<file path="config.mk">
export PLATFORM = sky130hd
export DESIGN_NAME = branch_ctrl
export DESIGN_NICKNAME = d
export VERILOG_FILES = /design/src/rtl/branch_ctrl_pkg.sv /design/src/rtl/br_stats.sv /design/src/rtl/branch_ctrl.sv
export SDC_FILE = /design/constraint.sdc
export NUM_CORES = 1
export LEC_CHECK = 0
export CAP_MARGIN = 40
export CELL_PAD_IN_SITES_DETAIL_PLACEMENT = 1
export CELL_PAD_IN_SITES_GLOBAL_PLACEMENT = 1
export CORE_MARGIN = 4
export CORE_UTILIZATION = 33
export CTS_CLUSTER_DIAMETER = 30
export DETAILED_ROUTE_END_ITERATION = 16
export PLACE_DENSITY = 0.87
export SLEW_MARGIN = 20
export SYNTH_ARGS = -nofsm -noshare
export SYNTH_HDL_FRONTEND = slang
export SYNTH_SLANG_ARGS = --single-unit
</file>
<file path="constraint.sdc">
create_clock -name clk -period 2.25 [get_ports clk]
set_input_delay 0.45 -clock clk [delete_from_list [all_inputs] [get_ports clk]]
set_output_delay 0.45 -clock clk [all_outputs]
set_load 0.03 [all_outputs]
</file>
<file path="src/rtl/branch_ctrl_pkg.sv">
// Shared opcode, condition-code and branch-FSM encodings for the branch controller.
// Every file that decodes instructions or names FSM states imports these constants.
package branch_ctrl_pkg;

    localparam logic [3:0] OP_NOP  = 4'h0;
    localparam logic [3:0] OP_ADD  = 4'h1;
    localparam logic [3:0] OP_SUB  = 4'h2;
    localparam logic [3:0] OP_NAND = 4'h3;
    localparam logic [3:0] OP_XOR  = 4'h4;
    localparam logic [3:0] OP_INC  = 4'h5;
    localparam logic [3:0] OP_B    = 4'hC;

    // Condition field of a B instruction, evaluated by the flag unit
    localparam logic [2:0] CC_AL = 3'd0;
    localparam logic [2:0] CC_EQ = 3'd1;
    localparam logic [2:0] CC_NE = 3'd2;
    localparam logic [2:0] CC_LT = 3'd3;
    localparam logic [2:0] CC_GE = 3'd4;
    localparam logic [2:0] CC_CS = 3'd5;
    localparam logic [2:0] CC_CC = 3'd6;
    localparam logic [2:0] CC_MI = 3'd7;

    localparam logic [1:0] ST_IDLE     = 2'd0;
    localparam logic [1:0] ST_WAIT     = 2'd1;
    localparam logic [1:0] ST_EVAL     = 2'd2;
    localparam logic [1:0] ST_REDIRECT = 2'd3;

    function automatic logic is_flag_setter(input logic [3:0] op);
        return (op == OP_ADD) || (op == OP_SUB) || (op == OP_NAND) ||
               (op == OP_XOR) || (op == OP_INC);
    endfunction

    // Target is relative to the instruction after the branch; the add wraps mod 2^16
    function automatic logic [15:0] branch_target(input logic [15:0] pc, input logic [7:0] off);
        return pc + 16'd1 + {{8{off[7]}}, off};
    endfunction

endpackage

</file>
<file path="src/rtl/br_stats.sv">
// Saturating pair of branch statistics counters: resolved branches and taken branches.
module br_stats #(
    parameter int W = 16
) (
    input  logic         clk,
    input  logic         rst,
    input  logic         resolve,
    input  logic         taken,
    output logic [W-1:0] total,
    output logic [W-1:0] taken_count
);

    // Both counters stick at all-ones instead of wrapping
    always_ff @(posedge clk or posedge rst) begin
        if (rst) begin
            total       <= '0;
            taken_count <= '0;
        end else begin
            if (resolve && (total != '1))
                total <= total + 1'b1;
            if (resolve && taken && (taken_count != '1))
                taken_count <= taken_count + 1'b1;
        end
    end

endmodule

</file>
<file path="src/rtl/branch_ctrl.sv">
// Branch controller: detects B in decode, waits out a flag hazard from EX,
// resolves the condition, redirects the PC and squashes the wrong-path fetch.
module branch_ctrl
    import branch_ctrl_pkg::*;
(
    input  logic        clk,
    input  logic        rst,
    input  logic        id_valid,
    input  logic [15:0] id_instr,
    input  logic [15:0] id_pc,
    input  logic        ex_valid,
    input  logic [15:0] ex_instr,
    input  logic        cond_true,
    output logic        stall,
    output logic        flush,
    output logic        pc_sel,
    output logic [15:0] br_target,
    output logic [15:0] br_total,
    output logic [15:0] br_taken
);

    logic [1:0] state;
    logic [1:0] state_nxt;
    logic       br_det;
    logic       ex_setter;
    logic       capture;
    logic       resolve;
    logic       unused_bits;

    assign br_det      = id_valid && (id_instr[15:12] == OP_B);
    assign ex_setter   = ex_valid && is_flag_setter(ex_instr[15:12]);
    assign unused_bits = ^{id_instr[11:8], ex_instr[11:0]};

    always_comb begin
        state_nxt = state;
        stall     = 1'b0;
        flush     = 1'b0;
        pc_sel    = 1'b0;
        case (state)
            ST_IDLE: begin
                if (br_det) begin
                    stall     = 1'b1;
                    state_nxt = ex_setter ? ST_WAIT : ST_EVAL;
                end
            end
            ST_WAIT: begin
                // flags from the EX setter land at the end of this cycle
                stall     = 1'b1;
                state_nxt = ST_EVAL;
            end
            ST_EVAL: begin
                pc_sel    = cond_true;
                flush     = cond_true;
                state_nxt = cond_true ? ST_REDIRECT : ST_IDLE;
            end
            ST_REDIRECT: begin
                flush     = 1'b1;
                state_nxt = ST_IDLE;
            end
            default: state_nxt = ST_IDLE;
        endcase
    end

    assign capture = (state == ST_IDLE) && br_det;
    assign resolve = (state == ST_EVAL);

    always_ff @(posedge clk or posedge rst) begin
        if (rst) begin
            state     <= ST_IDLE;
            br_target <= 16'h0000;
        end else begin
            state <= state_nxt;
            if (capture)
                br_target <= branch_target(id_pc, id_instr[7:0]);
        end
    end

    br_stats #(.W(16)) u_stats (
        .clk         (clk),
        .rst         (rst),
        .resolve     (resolve),
        .taken       (cond_true),
        .total       (br_total),
        .taken_count (br_taken)
    );

endmodule

</file>
==> impl_results.md, run 1 <==
- H-tree levels: 2
- Hold-fix buffers at CTS: 0
- Status: completed
- Critical path origin: id_instr[1]
- Max Slew Vio Count: 0
- Vias: 2674
- Highest Clock Rate: roughly 460 MHz
- Critical Setup Path Class: input port to flip-flop
- Worst hold slack: 487.1 ps
- Drt drc: 0
- Num CTS Buffers: 5
- Global route overflow: 0
- Layout Skew: 8.119 ps
- Largest net degree at the start of global routing: 33
- Critical-path maximum fanout: 3
- Placed cells: roughly 520
- Drt wl/cell: 16.04 um
- Hold wc startpoint: br_target[6]
- Data required time at the worst endpoint: 2440 ps
- Mean Syn Cell Area: 9.735 um2
- All-Layer GR Usage: 0.1681
- Ys async rst share: 1.000
- Register-to-Register Path Depth: 4
- Drt total wl: between 8000 and 9000 um
- CTS tree: done
- Initial DRT Pass Iterations: 4
- Post-synth top flop: dfrtp_1
- Max VDD drop: 243.3 uV
- EDFF count, synth: 0
- HP Class: flip-flop to flip-flop
- Critical R2R Launch: u_stats.taken_count[0]
- Initial antenna violation count: 0
- Post-placement cell area: 4185 um2
- Core ar.: 8341 um2
- Tmin final: between 2000 and 2500 ps
- Initial drt markers: 27
- Final HPWL DP: between 6000 and 7000 um
- Total leakage power: 0.001902 uW
- Number of fill cells: 940
- Setup violations, final: 0
- Cell with the most instances after synthesis: dfrtp_1
- Layout cells sized above 1: 0.1772
- Vias in the first global route: 2911
- Delay-heaviest family, CP: compound AO/OA/AOI/OAI gates
- Post-route cell area: 4399 um2
- Synth top area share: 0.4342
- First-pass GRT wire length: 13970 um
- Startpoint types: input port
- Power, Total: about 3000 uW
- Ant. Diodes: 0
- Worst r2r dst: u_stats.taken_count[1]
- Post-DRT Antenna Nets: 0
- Nets: 499
- Synth warn: 0
- Slowest stage delay, CP: 470 ps
- Rows: 33
- Final Util: 0.5275
- Worst-Skew Late Latency: 300 ps
- Register bit count reported by yosys: 50
- Crit path to: br_target[11]
- I/O Buffers: between 80 and 90
- Net Count, Synth: 367
- Area Overhead vs Synth: 52.67%
- FF-to-FF setup slack: about 330 ps
- Crit path depth: 8
- Via/cell ratio: 5.007
- Root buffer cell: clkbuf_8
- Least-Margin Pin Slew: 527.9 ps
- Clock-pin slew on the worst setup and hold paths: ~90 ps
- Commonest cells post-synth: dfrtp_1 (50), nand2_1 (33), xnor2_1 (31)
- IO Count: 104
- Final hold violations: 0
- CTS sink cnt: 50
- Yosys top cell by area: dfrtp_1
- Synth area leaders: dfrtp_1 (43%), xnor2_1 (9.4%), ha_1 (7.4%), nand2_1 (4.3%), xor2_1 (3.3%)
- Die Footprint: 10290 um2
- Rel. slew slack: 0.6476
- Seq/Total Area, Yosys: 0.4342
- Clock tree buffer depth: 2
- Bufs and invs on worst path: 1
- Synth unique cells: 43
- Critical Path, Cell by Cell: clkdlybuf4s50_1 > ha_1 > nand3b_1 > a2111o_1 > and2_4 > o31ai_4 > xnor2_2 > o21ai_1
- Crit path DAT: 2380 ps
- Max_cap viols: 0
- DIE WIDTH: 101.4 um
- Die Height: 101.4 um
- RePlAce Congestion: about 0.76
- CP Capture Type: flip-flop
- Final worst path period share: 0.9752
- Gate Count Post-Synth: 296
- Post-synthesis instance area: 2882 um2
- Power per Cell Area: around 700 nW/um2
- Final Non-Filler Cells: around 530
- Slowest cell on the critical path: clkdlybuf4s50_1
- Initial Util: 0.3455
[worst register-to-register path: stages, from the launching register on]
cell	delay, ps
dfrtp_1	450
ha_1	310
and3_1	250
a21oi_2	430
mux2_1	370
[logic make-up (layout without fill, tap and decap cells)]
logic type / Yosys count / after routing / synth area share
AND/OR/NAND/NOR: 106 / 106 / 0.1828
buffers and inverters: 17 / 150 / 0.02214
AO/OA/AOI/OAI: 60 / 60 / 0.1407
adder cells (fa/ha/maj): 18 / 18 / 0.08076
flip-flops: 50 / 50 / 0.4342
multiplexers: 3 / 3 / 0.01172
XOR/XNOR: 42 / 42 / 0.1277
[cell type report]
cell class | instances | area [um2] | share of cell area
clock buffers | 6 | 72.57 | 0.01650
clock inverters | 2 | 37.54 | 0.008532
inverters | 14 | 52.55 | 0.01195
multi-input cells | 229 | 1652 | 0.3754
flip-flops and latches | 50 | 1251 | 0.2844
well taps | 105 | 131.4 | 0.02986
repair buffers | 128 | 1202 | 0.2733
[what timing repair did]
item | in CTS | in global routing
hold endpoints to repair | 0 | 0
setup buffers | 1 | 1
endpoints found under the setup margin | 8 | 10
resized for setup | 5 | 14
pin swaps | 1 | 11
[cell usage in the layout (no fill, tap or decap), types with 3 or more instances in the layout]
cell	n
clkbuf_8	5
o21a_1	5
inv_1	11
a21oi_2	7
buf_4	41
nor3_1	10
nand3b_1	3
o31ai_1	3
xnor2_1	30
nor2_1	18
a21o_1	3
clkdlybuf4s50_1	82
xor2_1	11
o21ai_0	7
dfrtp_1	50
ha_4	3
and3_1	3
nand2_1	33
ha_1	13
nand4_1	9
nand3_1	19
a21oi_1	11
a2111o_1	3
o21ai_1	7
[registers in the layout (all words and copies together) (netlist names)]
signal / count
br_target: 16
u_stats.total: 16
state: 2
u_stats.taken_count: 16
[per-stage QoR]
stage	setup TNS (ps)	setup slack, ps
after floorplan	0	188.3
after global placement	-2823	-379.0
after detailed placement	-3729	-491.6
after CTS	0	18.39
after global routing	-23.54	-21.00
final	0	55.76
[report_power, final]
part | switching [uW] | internal (uW) | total [uW] | leakage, uW
Clock | 305 | 332 | 638 | 0.0000514
Sequential | 148 | 1040 | 1190 | 0.000664
Combinational | 679 | 577 | 1260 | 0.00119
[routing by layer]
metal / global-route usage / part of all wire / wire length [um] / vias up
li1: - / - / - / 1306
met3: 0.02135 / 0.027 / 227 / 6
met5: 0 / 0 / 0 / -
met2: 0.3199 / 0.56 / 4801 / 44
met4: 0.04294 / 0.0079 / 68 / 0
met1: 0.1974 / 0.40 / 3467 / 1318
[worst min path at each step]
stage,to,slack (ps),depth (start not counted)
5_1_grt,br_target[6],520,2
6_report,br_target[6],490,2
4_1_cts,br_target[6],490,2
3_5_place_dp,br_target[6],470,2
3_3_place_gp,br_target[2],470,2
2_1_floorplan,state[0],580,2
No activity file was read; power rests on OpenSTA's default activity.
==> run 2: changes to the inputs <==
CORE_UTILIZATION = 34   (was 33)
CTS_BUF_LIST = sky130_fd_sc_hd__clkbuf_4 sky130_fd_sc_hd__clkbuf_8   (was unset)
PLACE_DENSITY = 0.89   (was 0.87)
RECOVER_POWER = 100   (was unset)
SETUP_SLACK_MARGIN = 0.3   (was unset)
==> run 2 against run 1 <==
Compared with the run above: global-route usage increased by 3.7 points; sequential share of layout area down 1.5 points; clock skew about the same; critical path depth is the same; critical endpoint is now br_target[1].
==> impl_results.md, run 2 (synthesized netlist as in run 1, its figures left out) <==
- Hold-fix buffers at CTS: 0
- Global route overflow: 0
- Area Overhead vs Synth: 61.22%
- Rel. slew slack: 0.3661
- Most frequent cells in the layout: buf_4 (57), dfrtp_1 (50), dlygate4sd3_1 (40)
- Tmin final: 2066 ps
- Status: completed
- Vias: a little under 3000
- Final worst path period share: 0.9184
- Clock-pin slew on the worst setup and hold paths: 90 ps
- RePlAce Congestion: 0.8071
- Worst-Skew Late Latency: 290 ps
- Max VDD drop: roughly 300 uV
- HP Class: flip-flop to flip-flop
- DIE WIDTH: 100.1 um
- Drt drc: 0
- Highest Clock Rate: 483.9 MHz
- M2 GR Usage: 0.4079
- CP Capture Type: flip-flop
- Final HPWL DP: 7142 um
- M1 GR Usage: 0.2230
- Die Footprint: 10010 um2
- Layout Skew: 7.641 ps
- H-tree levels: 2
- Total leakage power: 0.002100 uW
- Num CTS Buffers: 5
- Clock tree buffer depth: 2
- Drt total wl: 10460 um
- Crit path DAT: 2250 ps
- Largest net degree at the start of global routing: 28
- Most Crowded Layer GR: met2
- GRT met3 Usage: 0.02363
- Vias in the first global route: ~3300
- Initial Util: 0.3507
- Initial DRT Pass Iterations: 4
- Critical-path maximum fanout: 9
- Root buffer cell: clkbuf_8
- CTS tree: done
- Max Slew Vio Count: 0
- Critical Setup Path Class: input port to flip-flop
- Setup violations, final: 0
- Startpoint types: input port
- Commonest non-fill, non-tap cell in the layout: buf_4
- Top Registers: br_target: 16 flops, u_stats.taken_count: 16 flops, u_stats.total: 16 flops
- Post-DRT Antenna Nets: 0
- First-pass GRT wire length: 16350 um
- Die Height: about 100 um
- Nets: about 520
- RSZ-0062 raised after global routing: yes
- I/O Buffers: 87
- CTS sink cnt: 50
- Least-Margin Pin Slew: 949.8 ps
- Initial antenna violation count: 1
- Post-placement cell area: ~4300 um2
- Initial drt markers: 38
- IO Count: roughly 100
- Max_cap viols: 0
- Power per Cell Area: 670.2 nW/um2
- Core ar.: 8217 um2
- Drt wl/cell: 18.74 um
- Post-route cell area: 4646 um2
- Final hold violations: 0
- Rows: 33
- Data required time at the worst endpoint: 2440 ps
- All-Layer GR Usage: 0.2050
- Layout cells sized above 1: 0.2588
- Via/cell ratio: 5.210
- Final Util: 0.5654
## run 2: through the flow
stage | hold WS [ps] | setup TNS (ps) | power [uW] | setup WS, ps | cells
finish | 485.2 | 0 | 3113 | 183.5 | 558
global route | 520.3 | 0 | 3294 | 118.6 | 558
floorplan | 578.4 | 0 | 1842 | 296.5 | 296
detailed placement | 483.0 | -3247 | 2466 | -457.0 | 530
CTS | 502.4 | 0 | 3173 | 259.1 | 555
global placement | 463.2 | -2300 | 2406 | -374.8 | 530
## run 2: routing by layer
layer  vias to the layer above  wire length [um]
met5                         -                 0
met4                         0               213
li1                       1353                 -
met3                        19               329
met2                        76              6091
met1                      1459              3824
## run 2: what timing repair did
| item | CTS | global route |
|---|---|---|
| buffers inserted | 18 | 2 |
| pin swaps | 30 | 23 |
| setup endpoints to repair | 17 | 36 |
| resized for setup | 67 | 36 |
## run 2: worst paths after layout
check,start,to,slack (ps),cells after the start
max,id_instr[13],br_target[1],180,8
min,br_target[10],br_target[10],490,2
max reg2reg,u_stats.taken_count[13],u_stats.taken_count[11],270,6
min reg2reg,br_target[10],br_target[10],490,2
max in group asynchronous,rst,u_stats.total[13],780,3
min in group asynchronous,rst,br_target[13],810,2
## run 2: final cells by class
class / count / area (um2)
Timing Repair Buffer: 152 / 1249
Clock inverter: 1 / 30.03
Multi-Input combinational cell: 229 / 1842
Inverter: 14 / 57.56
Sequential cell: 50 / 1251
Clock buffer: 6 / 82.58
Fill cell: 933 / 3571
Antenna cell: 1 / 2.502
Tap cell: 105 / 131.4
## run 2: worst max-delay path, cell delays in order
cell           delay, ps
dlygate4sd3_1        530
nor2_1                50
clkbuf_4             130
clkbuf_4             120
clkbuf_1             110
nand2_2              160
clkbuf_1             330
mux2_2               380
## run 2: where the power goes
part           leakage, uW  switching [uW]  total, uW  internal (uW)
sequential        0.000664             156       1200           1040
combinational      0.00138             743       1270            530
clock            0.0000573             284        640            356
total              0.00210            1180       3110           1930
==> run 3: changes to the inputs <==
MAX_ROUTING_LAYER = met4   (was unset)
==> run 3 against run 2 <==
Compared with the run above: global-route usage up 0.63 points; cell count is the same; first-iteration DRC count shrank 26%; critical endpoint unchanged; highest routed layer unchanged.
==> impl_results.md, run 3 (synthesized netlist as in run 1, its figures left out) <==
- First-pass GRT wire length: 16360 um
- Power, Total: 3113 uW
- Final hold violations: 0
- Die Footprint: 10010 um2
- Least-Margin Pin Slew: roughly 950 ps
- CP Capture Type: flip-flop
- CTS tree: done
- Clock-pin slew on the worst setup and hold paths: around 90 ps
- DIE WIDTH: 100.1 um
- Most frequent cells in the layout: buf_4 (57), dfrtp_1 (50), dlygate4sd3_1 (40)
- Status: completed
- Critical Setup Path Class: input port to flip-flop
- Rows: 33
- CTS sink cnt: 50
- I/O Buffers: slightly below 90
- Final worst path period share: 0.9192
- Post-DRT Antenna Nets: 0
- Drt drc: 0
- RePlAce Congestion: ~0.82
- Max VDD drop: approximately 310 uV
- Global route overflow: 0
- Total leakage power: 0.002100 uW
- Critical-path maximum fanout: 9
- Critical R2R Launch: u_stats.taken_count[13]
- Worst r2r dst: u_stats.taken_count[11]
- Area Overhead vs Synth: 61.22%
- Commonest non-fill, non-tap cell in the layout: buf_4
- Max Slew Vio Count: 0
- RSZ-0062 raised after global routing: yes
- Nets: 523
- IO Count: 104
- Hold Path Cell Cnt: 2
- Hold wc startpoint: br_target[10]
- Crit path DAT: between 2000 and 2500 ps
- Worst-Skew Late Latency: 290 ps
- Root buffer cell: clkbuf_8
- Vias in the first global route: 3268
- Power per Cell Area: 670.0 nW/um2
- Data required time at the worst endpoint: between 2000 and 2500 ps
- Tmin final: 2068 ps
- FF-to-FF setup slack: around 270 ps
- Top Registers: br_target: 16 flops, u_stats.taken_count: 16 flops, u_stats.total: 16 flops
- Layout Skew: 7.641 ps
- Layout cells sized above 1: 0.2588
- Final HPWL DP: 7142 um
- Initial Util: 0.3507
- HP Class: flip-flop to flip-flop
- Die Height: roughly 100 um
- Clock tree buffer depth: 2
- Via/cell ratio: around 5.2
- Rel. slew slack: 0.3670
- Num CTS Buffers: 5
- Setup violations, final: 0
- Largest net degree at the start of global routing: 28
- Drt wl/cell: between 15 and 20 um
- Register-to-Register Path Depth: 6
- All-Layer GR Usage: 0.2113
- Initial DRT Pass Iterations: 4
- Initial drt markers: 28
- Core ar.: 8217 um2
- Hold path endpoint: br_target[10]
- Drt total wl: between 10000 and 15000 um
- Highest Clock Rate: 483.5 MHz
- Initial antenna violation count: 1
- Max_cap viols: 0
- Worst hold slack: 485.2 ps
- Vias: 2891
- H-tree levels: 2
- Startpoint types: input port
run 3: per-stage QoR:
step / instance area (um2) / worst slack [ps] / instances / TNS (ps) / utilization
CTS: 4677 / 259.1 / 555 / 0 / 0.5692
global route: 4646 / 118.4 / 558 / 0 / 0.5654
floorplan: 2919 / 296.5 / 296 / 0 / -
detailed placement: 4253 / -457.0 / 530 / -3247 / 0.5176
finish: 4646 / 181.9 / 558 / 0 / 0.5654
global placement: 4253 / -374.8 / 530 / -2300 / 0.5176
run 3: how the worst max path moves through the flow:
| stage | from | end | slack, ps |
|---|---|---|---|
| CTS | id_instr[7] | br_target[15] | 260 |
| global placement | id_instr[7] | br_target[15] | -370 |
| detailed placement | id_instr[7] | br_target[15] | -460 |
| global route | id_instr[13] | br_target[1] | 120 |
| finish | id_instr[13] | br_target[1] | 180 |
| floorplan | id_instr[0] | br_target[14] | 300 |
run 3: worst max-delay path, cell delays in order:
cell and delay (ps):
dlygate4sd3_1 520, nor2_1 50, clkbuf_4 130, clkbuf_4 120, clkbuf_1 110, nand2_2 160, clkbuf_1 330, mux2_2 380
run 3: power by group:
part	internal (uW)	switching [uW]	total, uW
sequential	1040	156	1200
clock	356	285	641
combinational	530	742	1270
run 3: what timing repair did:
item                       in CTS  in global routing
setup endpoints to repair      17                 36
setup buffers                  18                  2
hold buffers                    0                  0
resized for setup              67                 36
pin swaps                      30                 23
run 3: area by class of cell:
type,count,area [um2]
fill,933,3571
multi-input combinational,229,1842
sequential,50,1251
timing repair buffer,152,1249
tap,105,131.4
clock buffer,6,82.58
inverter,14,57.56
clock inverter,1,30.03
antenna,1,2.502
run 3: layer usage:
metal  up-vias  global-route usage  part of all wire
li1       1354                   -                 -
met1      1446              0.2247              0.37
met2        72              0.4074              0.58
met3        19             0.02293             0.030
met4         0             0.06425             0.020
met5         -                   -                 0
